$ cat config.mk
export PLATFORM = sky130hd
export DESIGN_NAME = seg_scan_driver
export DESIGN_NICKNAME = d
export VERILOG_FILES = /design/src/rtl/seg_scan_driver.sv
export SDC_FILE = /design/constraint.sdc
export NUM_CORES = 1
export LEC_CHECK = 0
export ABC_AREA = 1
export BUFFER_PORTS_ARGS = -buffer_cell sky130_fd_sc_hd__buf_2
export CAP_MARGIN = 25
export CORE_AREA = 10 10 81 83
export CTS_CLUSTER_SIZE = 8
export DETAILED_ROUTE_END_ITERATION = 12
export DIE_AREA = 0 0 91 93
export HOLD_SLACK_MARGIN = 0.05
export PLACE_DENSITY_LB_ADDON = 0.3
export SETUP_SLACK_MARGIN = 0.3
export SYNTH_ARGS = -nofsm -noshare
export SYNTH_HDL_FRONTEND = slang
export SYNTH_SLANG_ARGS = --single-unit
$ cat constraint.sdc
create_clock -name fs -period 3.5 [get_ports fs]
set_input_delay 0.35 -clock fs [delete_from_list [all_inputs] [get_ports fs]]
set_output_delay 0.35 -clock fs [all_outputs]
set_load 0.03 [all_outputs]
$ cat src/rtl/seg_scan_driver.sv
// Multiplexed seven-segment scan driver: walks one active-low digit select per
// DWELL cycles and drives the decoded, blanked and blinked segment pattern.
module seg_scan_driver #(
  parameter int NDIG      = 8,
  parameter int DWELL     = 4,
  parameter int BLINK_DIV = 1024
) (
  input  logic                fs,
  input  logic                rst,
  input  logic [4*NDIG-1:0]   digits,
  input  logic [NDIG-1:0]     dp,
  input  logic [NDIG-1:0]     blink_en,
  input  logic                blank_lz,
  output logic [NDIG-1:0]     led_dig,
  output logic [7:0]          display
);

  localparam int DW_W  = (DWELL > 1) ? $clog2(DWELL) : 1;
  localparam int IDX_W = $clog2(NDIG);
  localparam int BL_W  = $clog2(BLINK_DIV);

  localparam logic [DW_W-1:0]  DWELL_LAST = DW_W'(DWELL - 1);
  localparam logic [IDX_W-1:0] IDX_LAST   = IDX_W'(NDIG - 1);
  localparam logic [BL_W-1:0]  BLINK_LAST = BL_W'(BLINK_DIV - 1);

  logic [DW_W-1:0]  dwell_q, dwell_d;
  logic [IDX_W-1:0] idx_q, idx_d;
  logic [BL_W-1:0]  blink_q, blink_d;
  logic             phase_q, phase_d;
  logic [NDIG-1:0]  led_q, led_d;
  logic [7:0]       disp_q, disp_d;
  logic [3:0]       code;
  logic             lz_blank;

  function automatic logic [6:0] seg7(input logic [3:0] c);
    case (c)
      4'h0:    seg7 = 7'b0111111;
      4'h1:    seg7 = 7'b0000110;
      4'h2:    seg7 = 7'b1011011;
      4'h3:    seg7 = 7'b1001111;
      4'h4:    seg7 = 7'b1100110;
      4'h5:    seg7 = 7'b1101101;
      4'h6:    seg7 = 7'b1111101;
      4'h7:    seg7 = 7'b0000111;
      4'h8:    seg7 = 7'b1111111;
      4'h9:    seg7 = 7'b1101111;
      4'hA:    seg7 = 7'b1000000;
      default: seg7 = 7'b0000000;
    endcase
  endfunction

  always_comb begin
    dwell_d = dwell_q + 1'b1;
    idx_d   = idx_q;
    if (dwell_q == DWELL_LAST) begin
      dwell_d = '0;
      idx_d   = (idx_q == IDX_LAST) ? '0 : idx_q + 1'b1;
    end

    // Blink timebase is free-running and never touches the scan counters.
    blink_d = blink_q + 1'b1;
    phase_d = phase_q;
    if (blink_q == BLINK_LAST) begin
      blink_d = '0;
      phase_d = ~phase_q;
    end

    led_d        = '1;
    led_d[idx_q] = 1'b0;

    // Leading zero: this nibble and all above it are zero, i.e. shifting the
    // word down to this position leaves nothing.
    code     = digits[{idx_q, 2'b00} +: 4];
    lz_blank = blank_lz && (idx_q != '0) && ((digits >> {idx_q, 2'b00}) == '0);
    disp_d   = {dp[idx_q], seg7(code)};
    if (lz_blank || (phase_q && blink_en[idx_q]))
      disp_d = 8'h00;
  end

  always_ff @(posedge fs) begin
    if (rst) begin
      dwell_q <= '0;
      idx_q   <= '0;
      blink_q <= '0;
      phase_q <= 1'b0;
      led_q   <= '1;
      disp_q  <= 8'h00;
    end else begin
      dwell_q <= dwell_d;
      idx_q   <= idx_d;
      blink_q <= blink_d;
      phase_q <= phase_d;
      led_q   <= led_d;
      disp_q  <= disp_d;
    end
  end

  assign led_dig = led_q;
  assign display = disp_q;

endmodule

==> results of run 1 <==
[worst max-delay path, cell delays in order (launching register included)]
cell and delay [ps]:
dfxtp_1 530, buf_4 410, nand2_1 100, o21ai_0 110, o22ai_1 100, inv_1 70, nand2_1 100, inv_1 160
ha_1 160, nand2_1 80, nor2_1 130, nand2_1 70, nand2_2 140, nor2_1 60
[synth_stat cells, types with 2 or more instances]
master | count | area, um^2
nand2_1 | 108 | 405.4
xor2_1 | 3 | 26.28
nor3b_1 | 2 | 15.01
dfxtp_1 | 32 | 640.6
nor2_1 | 56 | 210.2
buf_2 | 5 | 25.02
o21a_1 | 2 | 15.01
o22ai_1 | 3 | 18.77
buf_4 | 5 | 37.54
ha_1 | 11 | 137.6
inv_2 | 4 | 15.01
a21oi_1 | 8 | 40.04
nand2_2 | 2 | 12.51
inv_1 | 47 | 176.4
nand3_1 | 29 | 145.1
o21ai_0 | 25 | 125.1
or2_2 | 4 | 25.02
o211ai_1 | 2 | 15.01
nor3_1 | 3 | 15.01
[routing by layer]
| layer | vias to the layer above | GRT usage | part of all wire |
|---|---|---|---|
| met2 | 61 | 0.2297 | 0.48 |
| met4 | 0 | 0.05614 | 0.018 |
| li1 | 1238 | - | - |
| met1 | 1005 | 0.1543 | 0.44 |
| met3 | 6 | 0.03517 | 0.063 |
| met5 | - | 0 | 0 |
[final timing paths]
check / slack (ps) / startpoint / end / cells past startpoint
min: 330 / rst / phase_q / 2
max: 1160 / idx_q[0] / display[5] / 13
max reg2reg: 1160 / idx_q[0] / display[5] / 13
min reg2reg: 420 / dwell_q[0] / dwell_q[0] / 1
[registers in the layout, summed over array words and instances, names as in the netlist]
name,count
idx_q,3
blink_q,10
dwell_q,2
phase_q,1
led_dig,8
display,8
[power groups by stage]
stage,logic [uW],clock network [uW],registers [uW]
global route,359,360,411
finish,316,343,407
detailed placement,316,0,415
floorplan,193,0,448
global placement,315,0,415
CTS,317,348,407
[per-stage QoR]
stage,util,area [um^2]
2_1_floorplan,-,2162
3_3_place_gp,0.5040,2525
3_5_place_dp,0.5040,2525
4_1_cts,0.5255,2633
5_1_grt,0.5255,2633
6_report,0.5255,2633
[logic make-up after synthesis]
family	count (synthesis)	synth area share
AO/OA/AOI/OAI	43	0.1088
XOR/XNOR	4	0.01621
adder cells (fa/ha/maj)	11	0.06366
buffers and inverters	61	0.1175
flip-flops	32	0.2963
AND/OR/NAND/NOR	208	0.3976
[final cells by class]
type	instances	area [um^2]
timing repair buffer	67	337.8
clock buffer	6	72.57
sequential	32	640.6
fill	551	2377
inverter	51	191.4
multi-input combinational	266	1267
tap	70	87.58
clock inverter	2	35.03
==> flow_metrics.tcl, run 1 <==
set metrics [dict create \
    status "finished, final reports clean" \
    grt_max_degree 42 \
    p_total_uw 1066 \
    final.setup.tns_ps 0 \
    final_cell_mix "nand2_1 (108), buf_2 (66), nor2_1 (56)" \
    diodes 0 \
    fin_crit_ps 2335 \
    worstPathArrival_ps 2510 \
    synthFlopType "dfxtp_1" \
    final_cells 494 \
    async_reset_ff_frac 0 \
    grt_pass1_wl_mm 9.515 \
    final-setup-viol-count 0 \
    finalClockSkew_ps 2.430 \
    path_clk_slew_ps 60 \
    drv_slew 0 \
    seqPwrFrac 0.382 \
    pwr-share-clk 0.322 \
    ios 67 \
    cts_made_buffers 5 \
    core_um2 5010 \
    clock_latency_ps 280 \
    die_w_um 91 \
    p_leak_uw 0.001415 \
    place_hpwl_mm 4.581 \
    tightest_slew_ps 448.2 \
    cts.sinks 32 \
    crit_path_end_kind "flip-flop" \
    cts-root-buf "clkbuf_8" \
    netlist_area_um2 2162 \
    place_ws_ps 1195 \
    cp_data_required_time_ps 3670 \
    place_inst 486 \
    antenna_left 0 \
    syn_nets 421 \
    grt_usage 0.1337 \
    via_per_inst 4.676 \
    portBuffers 66 \
    maxCapViolCount 0 \
    cts_tree "done" \
    synth_cells 359 \
    fin_crit_sh 0.6672 \
    whs_ps 328.1 \
    maxSlewHeadroom 0.7008 \
    clockBufferDepth 2 \
    nets 485 \
    cts_max_level 2 \
    wire_per_inst_um 11.50 \
    synth_seq_cells 32 \
    setup_ws_ps 1165 \
    vias 2310 \
    swShare 0.3325 \
    cts-hold-fix-buffers 0 \
    syn_to_final_growth_pct 21.76 \
    drc_errors 0 \
    drive_gt1_frac 0.2052 \
    grt.overflow.total 0 \
    rsz0062_at_grt "no" \
    row_count 26 \
    grt_pass1_vias 2211 \
    postCtsSetupRepairBufs 0 \
    max-vdd-ir-drop_v 0.0002431 \
    dieArea_um2 8463 \
    p_int_uw 711.3 \
    drt_iter0_drc 88 \
    synth_edf_count 0 \
    hold_viol 0 \
    syn_avg_cell_area_um2 6.022 \
    initial_core_util 0.4316 \
    hp-class "primary input to flip-flop" \
    p_per_area_nw_per_um2 404.8 \
    start_kind "flip-flop" \
    antenna_found_initial 0 \
    wirelength_mm 5.682 \
    final_common_cell "nand2_1" \
    place_congestion 0.8922 \
    synth_cell_types 27 \
    chipHeight_um 93 \
    drtPass1Iterations 5 \
    max_freq_mhz 428.2 \
    seq_area_frac_synth 0.2963 \
    path_class "flip-flop to flip-flop" \
    cp_max_fo 41 \
    pwr-share-comb 0.296 \
    switchingPower_uw 354.3 \
    cts.repair.resized 0 \
    yosysWarnings 0 \
]
No activity file was read; power rests on OpenSTA's default activity.
==> run 2, diff against run 1 <==
==> constraint.sdc (replaced) <==
create_clock -name fs -period 2.4 [get_ports fs]
set_input_delay 0.24 -clock fs [delete_from_list [all_inputs] [get_ports fs]]
set_output_delay 0.24 -clock fs [all_outputs]
set_load 0.03 [all_outputs]
==> run 2 against run 1 <==
Against the previous run:
- maximum frequency up 24%
- global-route usage up 0.064 points
- critical path type unchanged
- cell count up 2.0%
- critical path depth unchanged
- die area unchanged
- highest routed layer unchanged
- register-to-register slack worse by 640 ps
- core utilization up 2.4 points
- combinational power up 59%
- largest cell class unchanged
- setup slack worse by 640 ps
==> flow_metrics.tcl, run 2 (same netlist as run 1, synthesis figures left out) <==
set metrics [dict create \
    wire_per_inst_um 11.68 \
    path_clk_slew_ps 60 \
    crit_path_end_kind "flip-flop" \
    diodes 0 \
    grt_usage 0.1343 \
    place_area_um2 2555 \
    max_freq_mhz 532.5 \
    place_ws_ps 271.9 \
    dieArea_um2 8463 \
    final_cell_area_um2 2751 \
    cts-hold-fix-buffers 0 \
    swShare 0.3283 \
    maxCapViolCount 0 \
    ios 67 \
    clock_latency_ps 270 \
    cp_max_fo 10 \
    via_per_inst 4.710 \
    row_count 26 \
    drt_iter0_drc 70 \
    p_per_area_nw_per_um2 575.2 \
    path_class "flip-flop to flip-flop" \
    switchingPower_uw 519.5 \
    syn_to_final_growth_pct 27.26 \
    antenna_left 0 \
    drv_slew 0 \
    final_cell_mix "nand2_1 (108), buf_2 (66), nor2_1 (56)" \
    maxSlewHeadroom 0.7949 \
    initial_core_util 0.4316 \
    cts_tree "done" \
    place_congestion 0.8620 \
    die_w_um 91 \
    max-vdd-ir-drop_v 0.0002359 \
    wirelength_mm 5.886 \
    finalClockSkew_ps 2.895 \
    cts_max_level 2 \
    setup_ws_ps 521.9 \
    cts.sinks 32 \
    hold_viol 0 \
    place_inst 490 \
    drive_gt1_frac 0.2281 \
    top_register "blink_q" \
    grt_pass1_wl_mm 9.742 \
    final-setup-viol-count 0 \
    drtPass1Iterations 4 \
    fin_crit_sh 0.7825 \
    core_um2 5010 \
    post-route-util 0.5492 \
    p_leak_uw 0.001490 \
    cts-root-buf "clkbuf_8" \
    cts_made_buffers 5 \
    hp-class "primary input to flip-flop" \
    grt_pass1_vias 2223 \
    worstPathArrival_ps 2080 \
    status "finished, final reports clean" \
    cp_data_required_time_ps 2610 \
    seqPwrFrac 0.374 \
    vias 2374 \
    pwr-share-clk 0.309 \
    antenna_found_initial 0 \
    grt.overflow.total 0 \
    start_kind "flip-flop" \
    grt_max_degree 30 \
    tightest_slew_ps 306.6 \
    portBuffers 66 \
    nets 495 \
    final.setup.tns_ps 0 \
    fin_crit_ps 1878 \
    chipHeight_um 93 \
    p_int_uw 1063 \
    place_hpwl_mm 4.607 \
    largest_reg_flops 10 \
    drc_errors 0 \
    pwr-share-comb 0.317 \
    clockBufferDepth 2 \
    final_common_cell "nand2_1" \
    final_cells 504 \
    rsz0062_at_grt "no" \
]
==> run 2: cell types whose count changed in the layout (fill, tap and decap cells not counted), sizes merged <==
cell          previous run  this run
buf                     67        76
dlymetal6s2s             0         1
==> run 2: path summary, 6_finish.rpt <==
| check | start | to | slack, ps | cells past startpoint |
|---|---|---|---|---|
| min | rst | phase_q | 220 | 2 |
| min reg2reg | dwell_q[0] | dwell_q[0] | 440 | 1 |
| max reg2reg | idx_q[1] | display[3] | 520 | 13 |
| max | idx_q[1] | display[3] | 520 | 13 |
==> run 2: repair_timing <==
action,4_1_cts,5_1_grt
pin swaps,0,2
endpoints found under the setup margin,8,8
buffers inserted,0,6
resized for setup,5,9
==> run 2: area by class of cell <==
| type | instances | area [um^2] |
|---|---|---|
| fill | 538 | 2258 |
| multi-input combinational | 266 | 1280 |
| sequential | 32 | 649.4 |
| timing repair buffer | 77 | 430.4 |
| inverter | 51 | 196.4 |
| tap | 70 | 87.58 |
| clock buffer | 6 | 72.57 |
| clock inverter | 2 | 35.03 |
==> run 2: routing by layer <==
| layer | vias to the layer above | track usage | routed length, um | share of wire |
|---|---|---|---|---|
| li1 | 1261 | - | - | - |
| met1 | 1036 | 0.1561 | 2601 | 0.44 |
| met2 | 75 | 0.2393 | 2848 | 0.48 |
| met3 | 2 | 0.03357 | 399 | 0.068 |
| met4 | 0 | 0.03786 | 37 | 0.0063 |
| met5 | - | 0 | 0 | 0 |
==> run 2: worst max-delay path, cell delays in order, from the launching register on <==
cell	delay, ps
dfxtp_4	390
inv_2	110
nor2_4	170
inv_1	70
o22ai_1	130
inv_1	60
nand2_1	120
inv_1	110
ha_1	210
nand2_1	90
nor2_1	50
nand2_1	70
nand2_2	100
nor2_1	120
==> run 2: stage by stage <==
step                power (uW)  hold WS (ps)
global route              1694         227.9
CTS                       1572         217.2
finish                    1583         224.2
floorplan                935.8         309.1
global placement          1073         416.2
detailed placement        1077         427.0
==> run 2: power by group through the flow <==
stage | clock, uW | sequential [uW] | combinational [uW]
2_1_floorplan | 0 | 654 | 282
3_3_place_gp | 0 | 603 | 470
3_5_place_dp | 0 | 603 | 473
4_1_cts | 499 | 594 | 479
5_1_grt | 526 | 598 | 570
6_report | 489 | 593 | 501
==> run 3, diff against run 2 <==
--- a/config.mk
+++ b/config.mk
@@ -5,13 +5,13 @@
 export SDC_FILE = /design/constraint.sdc
 export NUM_CORES = 1
 export LEC_CHECK = 0
-export ABC_AREA = 1
+export ABC_AREA = 0
 export BUFFER_PORTS_ARGS = -buffer_cell sky130_fd_sc_hd__buf_2
 export CAP_MARGIN = 25
-export CORE_AREA = 10 10 81 83
+export CORE_AREA = 10 10 76 78
 export CTS_CLUSTER_SIZE = 8
 export DETAILED_ROUTE_END_ITERATION = 12
-export DIE_AREA = 0 0 91 93
+export DIE_AREA = 0 0 86 88
 export HOLD_SLACK_MARGIN = 0.05
 export PLACE_DENSITY_LB_ADDON = 0.3
 export SETUP_SLACK_MARGIN = 0.3
==> constraint.sdc (replaced) <==
create_clock -name fs -period 1.7 [get_ports fs]
set_input_delay 0.17 -clock fs [delete_from_list [all_inputs] [get_ports fs]]
set_output_delay 0.17 -clock fs [all_outputs]
set_load 0.03 [all_outputs]
==> run 3 against run 2 <==
Against the previous run:
- the run now ends with setup timing left
- core utilization increased by 7.8 points
- sequential cell count unchanged
- setup slack got worse by 1300 ps
- sequential power increased by 36%
- worst hold slack improved by 2.0 ps
- global-route usage increased by 0.70 points
- register-to-register slack got worse by 1300 ps
- critical path depth decreased by 3
- clock power increased by 20%
- first-iteration DRC count decreased by 16%
- combinational power decreased by 7.0%
- via count decreased by 21%
==> flow_metrics.tcl, run 3 <==
set metrics [dict create \
    status "complete, but fails checks" \
    violations "setup timing" \
    fin_crit_sh 1.481 \
    cp.depth 10 \
    place_congestion 0.8798 \
    hp-class "primary input to flip-flop" \
    setup_ws_ps -817.1 \
    synth_common_cells "dfxtp_1 (32), nor2_1 (30), nand2_1 (24), ha_1 (11), mux4_2 (11)" \
    start_kind "flip-flop" \
    yosysTopAreaCell "dfxtp_1" \
    yosysMostFrequentCell "dfxtp_1" \
    dr_wl_met2_mm 2.579 \
    syn_nets 263 \
    p_leak_uw 0.001211 \
    max_freq_mhz 397.3 \
    grt_usage 0.1414 \
    drtPass1Iterations 4 \
    post-route-util 0.6267 \
    synth_cells 201 \
    tightest_slew_ps 441.1 \
    chipHeight_um 88 \
    max-vdd-ir-drop_v 0.0002840 \
    syn_to_final_growth_pct 42.64 \
    synth_cell_types 44 \
    rsz0062_at_grt "yes" \
    path_clk_slew_ps 60 \
    place_hpwl_mm 4.451 \
    cp_slowest_cell "mux4_2" \
    yosysWarnings 0 \
    async_reset_ff_frac 0 \
    drive_gt1_frac 0.4691 \
    cts-root-buf "clkbuf_8" \
    cpLargestDelayFamily "compound AO/OA/AOI/OAI gates" \
    synth_top_cells_by_area "dfxtp_1 (34%), mux4_2 (13%), ha_1 (7.3%)" \
    synthFlopType "dfxtp_1" \
    synth.top_cell.area_share 0.3395 \
    nets 368 \
    min_path_cells 2 \
    antenna_left 0 \
    dieArea_um2 7568 \
    drc_errors 0 \
    clockBufferDepth 2 \
    diodes 0 \
    seq_area_frac_synth 0.3395 \
    core_um2 4294 \
    portBuffers 66 \
    hold_viol 0 \
    wirelength_mm 5.350 \
    crit_chain "mux4_2, nand2_2, a21boi_4, ha_2, nand2_1, a221o_1, a2111oi_2, nand4b_1, o21ai_4, nor2_1" \
    syn_avg_cell_area_um2 9.387 \
    place_ws_ps -894.6 \
    largest_reg_flops 10 \
    place_inst 349 \
    highest_layer "met4" \
    synth_seq_cells 32 \
    crit_buf_inv 0 \
    cts.sinks 32 \
    via_per_inst 5.248 \
    crit_path_end_kind "flip-flop" \
    final_common_cell "buf_2" \
    netlist_area_um2 1887 \
    p_per_area_nw_per_um2 690.7 \
    wire_per_inst_um 14.90 \
    fin_crit_ps 2517 \
    drv_slew 0 \
    top_register "blink_q" \
    cts_tree "done" \
    antenna_found_initial 0 \
    rr_worst_depth 10 \
    regArea_um2 645.6 \
    finalClockSkew_ps 5.535 \
    clock_latency_ps 280 \
    maxCapViolCount 0 \
    path_class "flip-flop to flip-flop" \
    num-fill-cells 383 \
    drt_iter0_drc 59 \
    synth_edf_count 0 \
    multi_input_area_um2 1216 \
    final_cells 359 \
    grt_max_degree 18 \
    cts_made_buffers 5 \
    final_cell_mix "buf_2 (66), buf_4 (40), dfxtp_1 (30)" \
    drt-met1-wl_mm 2.367 \
    final-setup-viol-count 8 \
    crit_path_max_incr_delay_ps 520 \
    cp_max_fo 8 \
    worstPathArrival_ps 2680 \
    grt_pass1_vias 1965 \
    row_count 24 \
    maxSlewHeadroom 0.7032 \
    ios 67 \
    initial_core_util 0.4394 \
    p_total_uw 1859 \
    die_w_um 86 \
    cp_data_required_time_ps 1860 \
    route.met3.wl_um 304 \
    grt.overflow.total 0 \
    grt_pass1_wl_mm 8.838 \
    vias 1884 \
    cts-hold-fix-buffers 0 \
    cts_max_level 2 \
]
==> run 3: cell types whose count changed after synthesis, moves of 5 or more <==
cell	before	now
nand2_1	108	24
inv_1	47	5
nor2_1	56	30
nand3_1	29	5
o21ai_0	25	3
mux4_2	0	11
mux2i_1	0	9
nor4_1	0	7
buf_4	5	0
==> run 3: logic make-up (layout without fill, tap and decap cells) <==
logic type,Yosys count,count (layout),synth area share
fa+ha+maj,11,11,0.07294
simple gates,80,80,0.1916
buf+inv,17,123,0.03713
xor+xnor,10,10,0.04642
mux,25,25,0.2102
flops,32,32,0.3395
compound gates,26,26,0.1021
==> run 3: worst register-to-register path, cell delays in order (launching register included) <==
cell and delay [ps]:
dfxtp_4 400, mux4_2 520, nand2_2 70, a21boi_4 170, ha_2 190, nand2_1 50
a221o_1 260, a2111oi_2 200, nand4b_1 200, o21ai_4 260, nor2_1 80
==> run 3: what timing repair did <==
action,in CTS,in global routing
resized for setup,2,6
buffers inserted,2,0
setup endpoints to repair,15,21
gates cloned,0,0
pin swaps,3,1
==> run 3: path summary, 6_finish.rpt <==
kind	startpoint	to	slack, ps
hold / removal	rst	idx_q[2]	230
hold reg to reg	dwell_q[0]	dwell_q[0]	440
setup / recovery	idx_q[0]	display[0]	-820
setup reg to reg	idx_q[0]	display[0]	-820
==> run 3: layout make-up <==
class	instances	share of cell area
tap	52	0.02417
multi-input combinational	152	0.4519
timing repair buffer	107	0.2385
clock inverter	2	0.003719
sequential	32	0.2399
clock buffer	6	0.03068
inverter	8	0.01116
==> run 3: metal layers <==
metal,GRT usage,up-vias
li1,-,926
met1,0.1622,881
met2,0.2481,68
met3,0.03528,9
met4,0.05090,0
met5,0,-
==> run 3: power breakdown <==
part           internal (uW)  total (uW)  switching (uW)
clock                    322         589             267
combinational            235         466             231
sequential               786         804            17.3
==> run 3: through the flow <==
stage	hold slack (ps)	instance area (um^2)	setup TNS (ps)
floorplan	297.2	1948	-8735
global placement	415.6	2559	-6594
detailed placement	422.2	2559	-7031
CTS	215.9	2673	-6586
global route	227.3	2691	-7832
finish	226.2	2691	-6472
